===== src/rtl/ps2_host_tx.sv =====
// PS/2 host-to-device transmitter: inhibits the clock, issues the start request,
// shifts one byte plus odd parity and stop on device clock falls, and checks the ACK.
module ps2_host_tx #(
  parameter int unsigned INHIBIT_CYCLES = 5000,
  parameter int unsigned TIMEOUT_CYCLES = 750000,
  parameter int unsigned FILTER         = 8
) (
  input  logic       clk,
  input  logic       clrn,
  input  logic       send,
  input  logic [7:0] tx_data,
  input  logic       ps2_clock_in,
  input  logic       ps2_data_in,
  output logic       ps2_clock_oe,
  output logic       ps2_data_oe,
  output logic       busy,
  output logic       done,
  output logic       error,
  output logic [1:0] err_code
);

  localparam int unsigned MAXC = (INHIBIT_CYCLES > TIMEOUT_CYCLES) ? INHIBIT_CYCLES : TIMEOUT_CYCLES;
  localparam int unsigned TW   = $clog2(MAXC + 1);
  localparam int unsigned FW   = (FILTER > 1) ? $clog2(FILTER) : 1;

  typedef enum logic [2:0] {
    S_IDLE,
    S_INHIBIT,
    S_REQ,
    S_SHIFT,
    S_ACK,
    S_WAIT_IDLE
  } state_t;

  // Line index 0 is the clock, 1 is the data line.
  logic [1:0]    w_raw;
  logic [1:0]    r_sync1;
  logic [1:0]    r_sync2;
  logic [1:0]    r_filt;
  logic [1:0]    r_filt_d;
  logic [FW-1:0] r_fcnt [2];

  assign w_raw = {ps2_data_in, ps2_clock_in};

  always_ff @(posedge clk or negedge clrn) begin
    if (!clrn) begin
      r_sync1  <= '1;
      r_sync2  <= '1;
      r_filt   <= '1;
      r_filt_d <= '1;
      for (int unsigned i = 0; i < 2; i++) r_fcnt[i] <= '0;
    end else begin
      r_sync1  <= w_raw;
      r_sync2  <= r_sync1;
      r_filt_d <= r_filt;
      for (int unsigned i = 0; i < 2; i++) begin
        if (r_sync2[i] == r_filt[i]) begin
          r_fcnt[i] <= '0;
        end else if (r_fcnt[i] == FW'(FILTER - 1)) begin
          r_filt[i] <= r_sync2[i];
          r_fcnt[i] <= '0;
        end else begin
          r_fcnt[i] <= r_fcnt[i] + 1'b1;
        end
      end
    end
  end

  state_t        r_state;
  logic [TW-1:0] r_timer;
  logic [3:0]    r_nedge;
  logic [7:0]    r_data;
  logic          r_ack;

  logic w_fall;
  logic w_tmr_expire;
  logic w_in_frame;
  logic w_finish;

  assign w_fall       = r_filt_d[0] & ~r_filt[0];
  assign w_tmr_expire = (r_timer <= TW'(1));
  assign w_in_frame   = (r_state == S_SHIFT) || (r_state == S_ACK) || (r_state == S_WAIT_IDLE);
  assign w_finish     = (r_state == S_WAIT_IDLE) && (&r_filt);

  always_ff @(posedge clk or negedge clrn) begin
    if (!clrn) begin
      r_state      <= S_IDLE;
      r_timer      <= '0;
      r_nedge      <= '0;
      r_data       <= '0;
      r_ack        <= 1'b0;
      ps2_clock_oe <= 1'b0;
      ps2_data_oe  <= 1'b0;
      busy         <= 1'b0;
      done         <= 1'b0;
      error        <= 1'b0;
      err_code     <= 2'b00;
    end else begin
      done  <= 1'b0;
      error <= 1'b0;
      case (r_state)
        S_IDLE: begin
          ps2_clock_oe <= 1'b0;
          ps2_data_oe  <= 1'b0;
          busy         <= 1'b0;
          if (send) begin
            r_data       <= tx_data;
            err_code     <= 2'b00;
            r_timer      <= TW'(INHIBIT_CYCLES);
            ps2_clock_oe <= 1'b1;
            busy         <= 1'b1;
            r_state      <= S_INHIBIT;
          end
        end
        S_INHIBIT: begin
          if (w_tmr_expire) begin
            r_timer     <= '0;
            ps2_data_oe <= 1'b1;
            r_state     <= S_REQ;
          end else begin
            r_timer <= r_timer - 1'b1;
          end
        end
        S_REQ: begin
          ps2_clock_oe <= 1'b0;
          r_timer      <= TW'(TIMEOUT_CYCLES);
          r_nedge      <= '0;
          r_ack        <= 1'b0;
          r_state      <= S_SHIFT;
        end
        S_SHIFT: begin
          if (w_fall) begin
            r_nedge <= r_nedge + 1'b1;
            if (r_nedge < 4'd8) begin
              ps2_data_oe <= ~r_data[r_nedge[2:0]];
            end else if (r_nedge == 4'd8) begin
              ps2_data_oe <= ^r_data;
            end else begin
              ps2_data_oe <= 1'b0;
              r_state     <= S_ACK;
            end
          end
        end
        S_ACK: begin
          if (w_fall) begin
            r_nedge <= r_nedge + 1'b1;
            r_ack   <= ~r_filt[1];
            r_state <= S_WAIT_IDLE;
          end
        end
        S_WAIT_IDLE: begin
          if (w_finish) begin
            busy     <= 1'b0;
            done     <= r_ack;
            error    <= ~r_ack;
            err_code <= r_ack ? 2'b00 : 2'b10;
            r_state  <= S_IDLE;
          end
        end
        default: r_state <= S_IDLE;
      endcase

      // Frame timeout overrides whatever the state case scheduled above.
      if (w_in_frame) begin
        r_timer <= r_timer - 1'b1;
        if (w_tmr_expire && !w_finish) begin
          r_state      <= S_IDLE;
          ps2_clock_oe <= 1'b0;
          ps2_data_oe  <= 1'b0;
          busy         <= 1'b0;
          done         <= 1'b0;
          error        <= 1'b1;
          err_code     <= 2'b01;
        end
      end
    end
  end

endmodule


===== config.mk =====
export PLATFORM = sky130hd
export DESIGN_NAME = ps2_host_tx
export DESIGN_NICKNAME = d
export VERILOG_FILES = /design/src/rtl/ps2_host_tx.sv
export SDC_FILE = /design/constraint.sdc
export NUM_CORES = 1
export LEC_CHECK = 0
export ABC_AREA = 1
export CAP_MARGIN = 15
export CORE_ASPECT_RATIO = 1.25
export CORE_MARGIN = 1
export CORE_UTILIZATION = 40
export CTS_CLUSTER_DIAMETER = 200
export DETAILED_ROUTE_END_ITERATION = 16
export SLEW_MARGIN = 25
export SYNTH_ARGS = -nofsm -noshare
export SYNTH_HDL_FRONTEND = slang
export SYNTH_SLANG_ARGS = --single-unit

===== constraint.sdc =====
create_clock -name clk -period 2.98 [get_ports clk]
set_input_delay 0.745 -clock clk [delete_from_list [all_inputs] [get_ports clk]]
set_output_delay 0.745 -clock clk [all_outputs]
set_load 0.02 [all_outputs]

==> results of run 1 <==
[logic make-up (layout without fill, tap and decap cells)]
logic type      count (synthesis)  after routing  share of synthesized area, %
buf+inv                        71             95                          9.30
fa+ha+maj                       8              8                          3.24
xor+xnor                       13             13                          3.68
mux                             1              1                         0.364
compound gates                 57             57                          10.1
simple gates                  183            183                          27.8
flops                          56             56                          45.6
[area by class of cell]
| cell class | instances | area, sq um |
|---|---|---|
| sequential | 56 | 1410 |
| clock buffer | 5 | 68.8 |
| fill | 769 | 3980 |
| tap | 92 | 115 |
| inverter | 66 | 248 |
| clock inverter | 3 | 28.8 |
| timing repair buffer | 21 | 200 |
| multi-input combinational | 262 | 1400 |
[synth_stat cells, drive strengths merged]
master  number
mux2         1
ha           8
xnor2        3
dfrtp       49
a31oi        1
nand2       91
buf          5
nor3         7
dfstp        7
a22oi        6
nor2        54
o22ai        1
a21oi       28
nand4        2
xor2        10
o21ai       19
nor2b        1
o31ai        1
a211oi       1
nor4         1
inv         66
nand3       27
[sequential cells by signal, summed over array words and instances (netlist names)]
signal        count
r_timer          20
r_data            8
r_fcnt            6
r_nedge           4
r_state           3
err_code          2
r_filt            2
r_sync1           2
r_sync2           2
busy              1
done              1
error             1
ps2_clock_oe      1
ps2_data_oe       1
r_ack             1
r_filt_d          1
[metrics by stage]
| stage | total power, mW | utilization, % | hold slack (ns) | cells | cell area, sq um |
|---|---|---|---|---|---|
| floorplan | 0.943 | - | 0.345 | 389 | 3090 |
| global placement | 0.994 | 45.3 | 0.346 | 497 | 3370 |
| detailed placement | 0.999 | 45.3 | 0.351 | 497 | 3370 |
| CTS | 1.47 | 46.6 | 0.368 | 505 | 3470 |
| global route | 1.52 | 46.6 | 0.371 | 505 | 3470 |
| finish | 1.45 | 46.6 | 0.365 | 505 | 3470 |
[layer usage]
layer,GRT usage [%],up-vias,wire length [microns]
met5,0,-,0
met4,5.36,0,78
met3,2.91,7,225
met2,31.0,45,3190
met1,21.8,1122,2780
li1,-,1268,-
[power breakdown]
group | internal, mW | switching, mW | total, mW | leakage (nW)
Clock | 0.179 | 0.292 | 0.471 | 0.0511
Combinational | 0.0564 | 0.0686 | 0.125 | 1.15
Sequential | 0.825 | 0.0293 | 0.854 | 0.644
Total | 1.06 | 0.390 | 1.45 | 1.85
[placed cells by master (no fill, tap or decap), drive strengths merged, types with 7 or more instances in the layout]
master	n
nor2	54
nand2	91
a21oi	28
xor2	10
nand3	27
o21ai	19
nor3	7
inv	69
dfrtp	49
dfstp	7
clkdlybuf4s50	18
ha	8
[worst paths after layout]
kind	cells past startpoint	slack (ns)	from	end
min reg2reg	0	0.36	r_sync1[0]	r_sync2[0]
max in group asynchronous	2	1.79	clrn	r_filt[1]
min	0	0.36	r_sync1[0]	r_sync2[0]
min in group asynchronous	1	0.42	clrn	r_timer[0]
max	1	0.93	err_code[0]	err_code[0]
max reg2reg	11	1.17	r_timer[0]	r_timer[10]
==> flow_metrics.tcl, run 1 <==
set metrics [dict create \
    status "complete, no violations" \
    wl_microns 6280 \
    required_ns 2.24 \
    clock_latency_ns 0.32 \
    io_buffers 19 \
    arrival_ns 1.30 \
    grt.total_usage_pct 17.6 \
    grt_pass1_wl_microns 11000 \
    drc 0 \
    tightest_slew_ns 0.649 \
    cts_setup_buffers 0 \
    cts-resized-gates 0 \
    htree_num_levels 2 \
    critPathKind "reg2out" \
    grt_pass1_vias 2399 \
    fin_crit_ns 2.05 \
    drtAntennaViolNets 0 \
    syn_nets 410 \
    slew-limit-headroom_pct 56.6 \
    path_buf_inv 1 \
    grt_overflow_total 0 \
    yosysSeqAreaShare_pct 45.6 \
    diodes 0 \
    hold_class "reg2reg" \
    ir_drop_mv 0.271 \
    vias 2442 \
    period_share_pct 68.7 \
    synth_seq_cells 56 \
    start_util_pct 41.6 \
    hold_violations 0 \
    worstPathMaxFanout 2 \
    cts_buffers 5 \
    dieArea_sq_um 8090 \
    ys_types 35 \
    total_leakage_power_nw 1.85 \
    die_y_microns 100 \
    cp-start-kind "register" \
    fin_ws_ns 0.933 \
    finClkSkew_ns 0.0108 \
    avgSynthCellArea_sq_um 7.95 \
    drt_first_pass_iters 5 \
    synth_warnings 0 \
    synth_top_cell_area_share_pct 39.6 \
    netlist_top_cells_area "dfrtp_1 40%, nand2_1 10%, inv_1 7.4%" \
    num_rows 35 \
    root_buffer "clkbuf_8" \
    gp_congestion 0.833 \
    die_x_microns 80.7 \
    ios 20 \
    max-cap-violations 0 \
    cts_buffer_depth 2 \
    layout-drive-gt1-share_pct 11.4 \
    max_freq_mhz 488 \
    antenna_found_initial 0 \
    cp_slowest_stage_delay_ns 0.60 \
    drt_iter0_drc 106 \
    slew_viol_final 0 \
    grt_max_degree 27 \
    setup_viol 0 \
    nets 433 \
    areaGrowthSynthToFinish_pct 12.1 \
    postCtsHoldBufs 0 \
    dpl.hpwl_microns 4690 \
    syn_inst 389 \
    rsz0062_at_grt "no" \
    cp_cell_sequence "clkdlybuf4s50_1" \
    routedWlPerCell_microns 12.4 \
    pre_cts_ws_ns 0.679 \
    core_sq_um 7440 \
    fin_tns_setup_ns 0 \
    tritoncts "yes" \
    synth.largest_area_cell "dfrtp_1" \
    critical_path.top_delay_family "buffers and inverters" \
    cpMaxStageDelayCell "clkdlybuf4s50_1" \
    viasPerCell 4.84 \
    clk_transition_reported_paths_ns 0.12 \
    synth_area_sq_um 3090 \
    cts.sinks 56 \
    endpoint_kind "primary output" \
    cellPowerDensity_nw_per_um2 418 \
]
No activity file was read; power rests on OpenSTA's default activity.
==> run 2: changes to the inputs <==
==> constraint.sdc (replaced) <==
create_clock -name clk -period 1.88 [get_ports clk]
set_input_delay 0.47 -clock clk [delete_from_list [all_inputs] [get_ports clk]]
set_output_delay 0.47 -clock clk [all_outputs]
set_load 0.02 [all_outputs]
==> flow_metrics.tcl, run 2 (same netlist as run 1, synthesis figures left out) <==
set metrics [dict create \
    slew-limit-headroom_pct 74.8 \
    antenna_found_initial 0 \
    cts_buffers 5 \
    required_ns 1.41 \
    largestRegisters "r_timer (20), r_data (8), r_fcnt (6)" \
    routedWlPerCell_microns 12.1 \
    max_freq_mhz 565 \
    setup_viol 0 \
    fin_crit_ns 1.77 \
    rsz0062_at_grt "no" \
    diodes 0 \
    layout-drive-gt1-share_pct 13.4 \
    final_cell_mix "83 x nand2_1, 61 x inv_1, 49 x dfrtp_1" \
    dpl.hpwl_microns 4650 \
    status "complete, no violations" \
    total_leakage_power_nw 1.88 \
    grt_overflow_total 0 \
    placed_area_sq_um 3440 \
    core_sq_um 7440 \
    cts.sinks 56 \
    period_share_pct 94.2 \
    start_util_pct 41.6 \
    clk_transition_reported_paths_ns 0.11 \
    critical_path.top_delay_family "buffers and inverters" \
    cp-start-kind "register" \
    num_rows 35 \
    cpMaxStageDelayCell "clkdlybuf4s50_1" \
    htree_num_levels 2 \
    r2r_start "r_timer[0]" \
    cts_setup_buffers 0 \
    dieArea_sq_um 8090 \
    final_common_cell "nand2_1" \
    io_buffers 19 \
    hold_violations 0 \
    finClkSkew_ns 0.00545 \
    fin_tns_setup_ns 0 \
    placed_cells 503 \
    path_buf_inv 1 \
    gp_congestion 0.841 \
    max-cap-violations 0 \
    arrival_ns 1.30 \
    die_y_microns 100 \
    clock_latency_ns 0.32 \
    grt_max_degree 45 \
    slew_viol_final 0 \
    tritoncts "yes" \
    fin_cells 511 \
    cts-resized-gates 0 \
    wl_microns 6200 \
    cp_cell_sequence "clkdlybuf4s50_1" \
    nets 439 \
    grt_pass1_wl_microns 10900 \
    critPathKind "reg2out" \
    fin_area_sq_um 3540 \
    grt.total_usage_pct 17.5 \
    drt_iter0_drc 121 \
    tightest_slew_ns 0.379 \
    worstPathMaxFanout 2 \
    timing.critical_path.from "ps2_data_oe" \
    post-route-util_pct 47.6 \
    finalPower_mw 2.29 \
    ios 20 \
    cellPowerDensity_nw_per_um2 646 \
    ir_drop_mv 0.503 \
    endpoint_kind "primary output" \
    viasPerCell 4.82 \
    postCtsHoldBufs 0 \
    cp_slowest_stage_delay_ns 0.61 \
    root_buffer "clkbuf_8" \
    cts_buffer_depth 2 \
    r2r_slack_ns 0.12 \
    drc 0 \
    reg2reg_depth 11 \
    drtAntennaViolNets 0 \
    hold_class "in2async" \
    die_x_microns 80.7 \
    areaGrowthSynthToFinish_pct 14.6 \
    fillers 749 \
    vias 2463 \
    r2r_end "r_timer[6]" \
    regMostFlops "r_timer" \
    largest_register_ff_count 20 \
    drt_first_pass_iters 4 \
    grt_pass1_vias 2466 \
]
[run 2: final cells by class]
cell class | count | area [sq um] | share of cell area (%)
clock buffer | 5 | 68.8 | 1.94
inverter | 66 | 248 | 6.99
tap | 92 | 115 | 3.25
clock inverter | 3 | 28.8 | 0.812
multi-input combinational | 262 | 1400 | 39.6
sequential | 56 | 1410 | 39.8
timing repair buffer | 27 | 270 | 7.62
[run 2: power by group]
part | total, mW | internal (mW) | switching [mW]
Sequential | 1.35 | 1.31 | 0.0469
Combinational | 0.205 | 0.0925 | 0.113
Clock | 0.729 | 0.283 | 0.447
[run 2: through the flow]
stage / hold WS (ns) / worst slack (ns)
global placement: 0.346 / 0.0321
finish: 0.0326 / 0.110
detailed placement: 0.347 / 0.0249
floorplan: 0.174 / 0.412
global route: 0.0402 / 0.00715
CTS: 0.0374 / 0.0776
[run 2: how the worst max path moves through the flow]
stage                             end  slack, ns  cells after the start
after global placement     r_timer[2]       0.03                      9
after floorplan           r_timer[12]       0.41                      9
after detailed placement   r_timer[2]       0.02                      9
final                     ps2_data_oe       0.11                      1
after CTS                  r_timer[6]       0.08                     10
after global routing       r_timer[6]      0.007                     11
[run 2: metal layers]
| layer | vias up | track usage (%) | share of wire, % |
|---|---|---|---|
| li1 | 1280 | - | - |
| met1 | 1142 | 21.5 | 45 |
| met2 | 28 | 29.6 | 50 |
| met3 | 13 | 2.91 | 2.2 |
| met4 | 0 | 7.97 | 2.2 |
| met5 | - | 0 | 0 |
==> run 3: changes to the inputs <==
--- a/config.mk
+++ b/config.mk
@@ -9,9 +9,11 @@
 export CAP_MARGIN = 15
 export CORE_ASPECT_RATIO = 1.25
 export CORE_MARGIN = 1
-export CORE_UTILIZATION = 40
+export CORE_UTILIZATION = 53
 export CTS_CLUSTER_DIAMETER = 200
 export DETAILED_ROUTE_END_ITERATION = 16
+export GPL_ROUTABILITY_DRIVEN = 0
+export PLACE_DENSITY = 0.75
 export SLEW_MARGIN = 25
 export SYNTH_ARGS = -nofsm -noshare
 export SYNTH_HDL_FRONTEND = slang
==> flow_metrics.tcl, run 3 (same netlist as run 1, synthesis figures left out) <==
set metrics [dict create \
    status "complete, no violations" \
    die_y_microns 87.4 \
    rsz0062_at_grt "no" \
    worstPathMaxFanout 2 \
    cts_setup_buffers 0 \
    layout-drive-gt1-share_pct 12.0 \
    power_switching_uw 545 \
    fin_crit_ns 1.75 \
    drt_iter0_drc 111 \
    drc 0 \
    viasPerCell 5.15 \
    fin_cells 481 \
    dieArea_sq_um 6150 \
    cts-resized-gates 0 \
    drt_first_pass_iters 4 \
    areaGrowthSynthToFinish_pct 12.6 \
    cp_cell_sequence "clkdlybuf4s50_1" \
    required_ns 1.41 \
    root_buffer "clkbuf_8" \
    grt_pass1_wl_microns 10700 \
    antenna_found_initial 0 \
    final_cell_mix "84 x nand2_1, 61 x inv_1, 49 x dfrtp_1" \
    multiInputGateArea_sq_um 1400 \
    post-route-util_pct 63.2 \
    fillers 484 \
    htree_num_levels 2 \
    hold_class "in2async" \
    setup_viol 0 \
    start_util_pct 56.1 \
    max_freq_mhz 573 \
    slew-limit-headroom_pct 69.5 \
    cp-start-kind "register" \
    vias 2479 \
    num_rows 30 \
    postCtsHoldBufs 0 \
    routedWlPerCell_microns 12.4 \
    dpl.hpwl_microns 4470 \
    fin_tns_setup_ns 0 \
    ir_drop_mv 0.612 \
    cellPowerDensity_nw_per_um2 645 \
    diodes 0 \
    largestRegisters "r_timer (20), r_data (8), r_fcnt (6)" \
    nets 437 \
    clk_transition_reported_paths_ns 0.10 \
    p_seq_share_pct 60.2 \
    io_buffers 19 \
    placed_cells 472 \
    combPwrFrac_pct 9.1 \
    grt_overflow_total 0 \
    cts.sinks 56 \
    endpoint_kind "primary output" \
    critical_path.top_delay_family "buffers and inverters" \
    tritoncts "yes" \
    max-cap-violations 0 \
    ios 20 \
    largest_register_ff_count 20 \
    clkPwrFrac_pct 30.6 \
    total_leakage_power_nw 1.87 \
    die_x_microns 70.3 \
    grt.total_usage_pct 22.0 \
    cts_buffer_depth 2 \
    tightest_slew_ns 0.458 \
    grt_pass1_vias 2450 \
    arrival_ns 1.28 \
    drtAntennaViolNets 0 \
    regMostFlops "r_timer" \
    finClkSkew_ns 0.0117 \
    grt_max_degree 39 \
    cts_buffers 5 \
    timing.critical_path.from "busy" \
    clock_latency_ns 0.31 \
    cpMaxStageDelayCell "clkdlybuf4s50_1" \
    critPathKind "reg2out" \
    final_common_cell "nand2_1" \
    switching_share_pct 24.2 \
    r2r_start "r_timer[0]" \
    period_share_pct 92.9 \
    ff_latch_area_sq_um 1410 \
    p_int_mw 1.70 \
    path_buf_inv 1 \
    hold_violations 0 \
    hold_slack_ns 0.0893 \
    cp_slowest_stage_delay_ns 0.61 \
    wl_microns 5990 \
    core_sq_um 5520 \
    slew_viol_final 0 \
]
[run 3: per-stage QoR]
step	power (mW)	cell area (sq um)	setup slack [ns]
2_1_floorplan	1.49	3090	0.412
3_3_place_gp	1.58	3380	0.0343
3_5_place_dp	1.59	3380	-0.00595
4_1_cts	2.28	3480	0.116
5_1_grt	2.37	3480	0.0200
6_report	2.25	3480	0.134
[run 3: cell type report]
| type | count | share of cell area, % |
|---|---|---|
| clock buffer | 7 | 2.48 |
| tap | 64 | 2.30 |
| inverter | 66 | 7.11 |
| timing repair buffer | 25 | 7.32 |
| multi-input combinational | 262 | 40.1 |
| clock inverter | 1 | 0.251 |
| sequential | 56 | 40.5 |
[run 3: final timing paths]
kind	to	slack [ns]	depth (start not counted)
worst max-delay path	busy	0.13	1
worst min-delay path	ps2_clock_oe	0.09	1
worst max register to register	r_timer[15]	0.16	10
worst min register to register	r_sync2[1]	0.37	0
max in group asynchronous	r_sync1[1]	1.17	2
min in group clk	r_sync2[1]	0.37	0
[run 3: power groups by stage]
| stage | sequential (mW) | combinational [mW] | clock, mW |
|---|---|---|---|
| after floorplan | 1.37 | 0.128 | 0 |
| after global placement | 1.38 | 0.200 | 0 |
| after detailed placement | 1.38 | 0.210 | 0 |
| after CTS | 1.35 | 0.211 | 0.711 |
| after global routing | 1.36 | 0.256 | 0.751 |
| final | 1.35 | 0.205 | 0.688 |
[run 3: per-layer routing]
layer	vias up	GRT usage, %	wire length [microns]
met4	0	9.82	143
met5	-	0	0
met3	12	3.47	172
met1	1144	29.3	2820
li1	1276	-	-
met2	47	35.6	2850
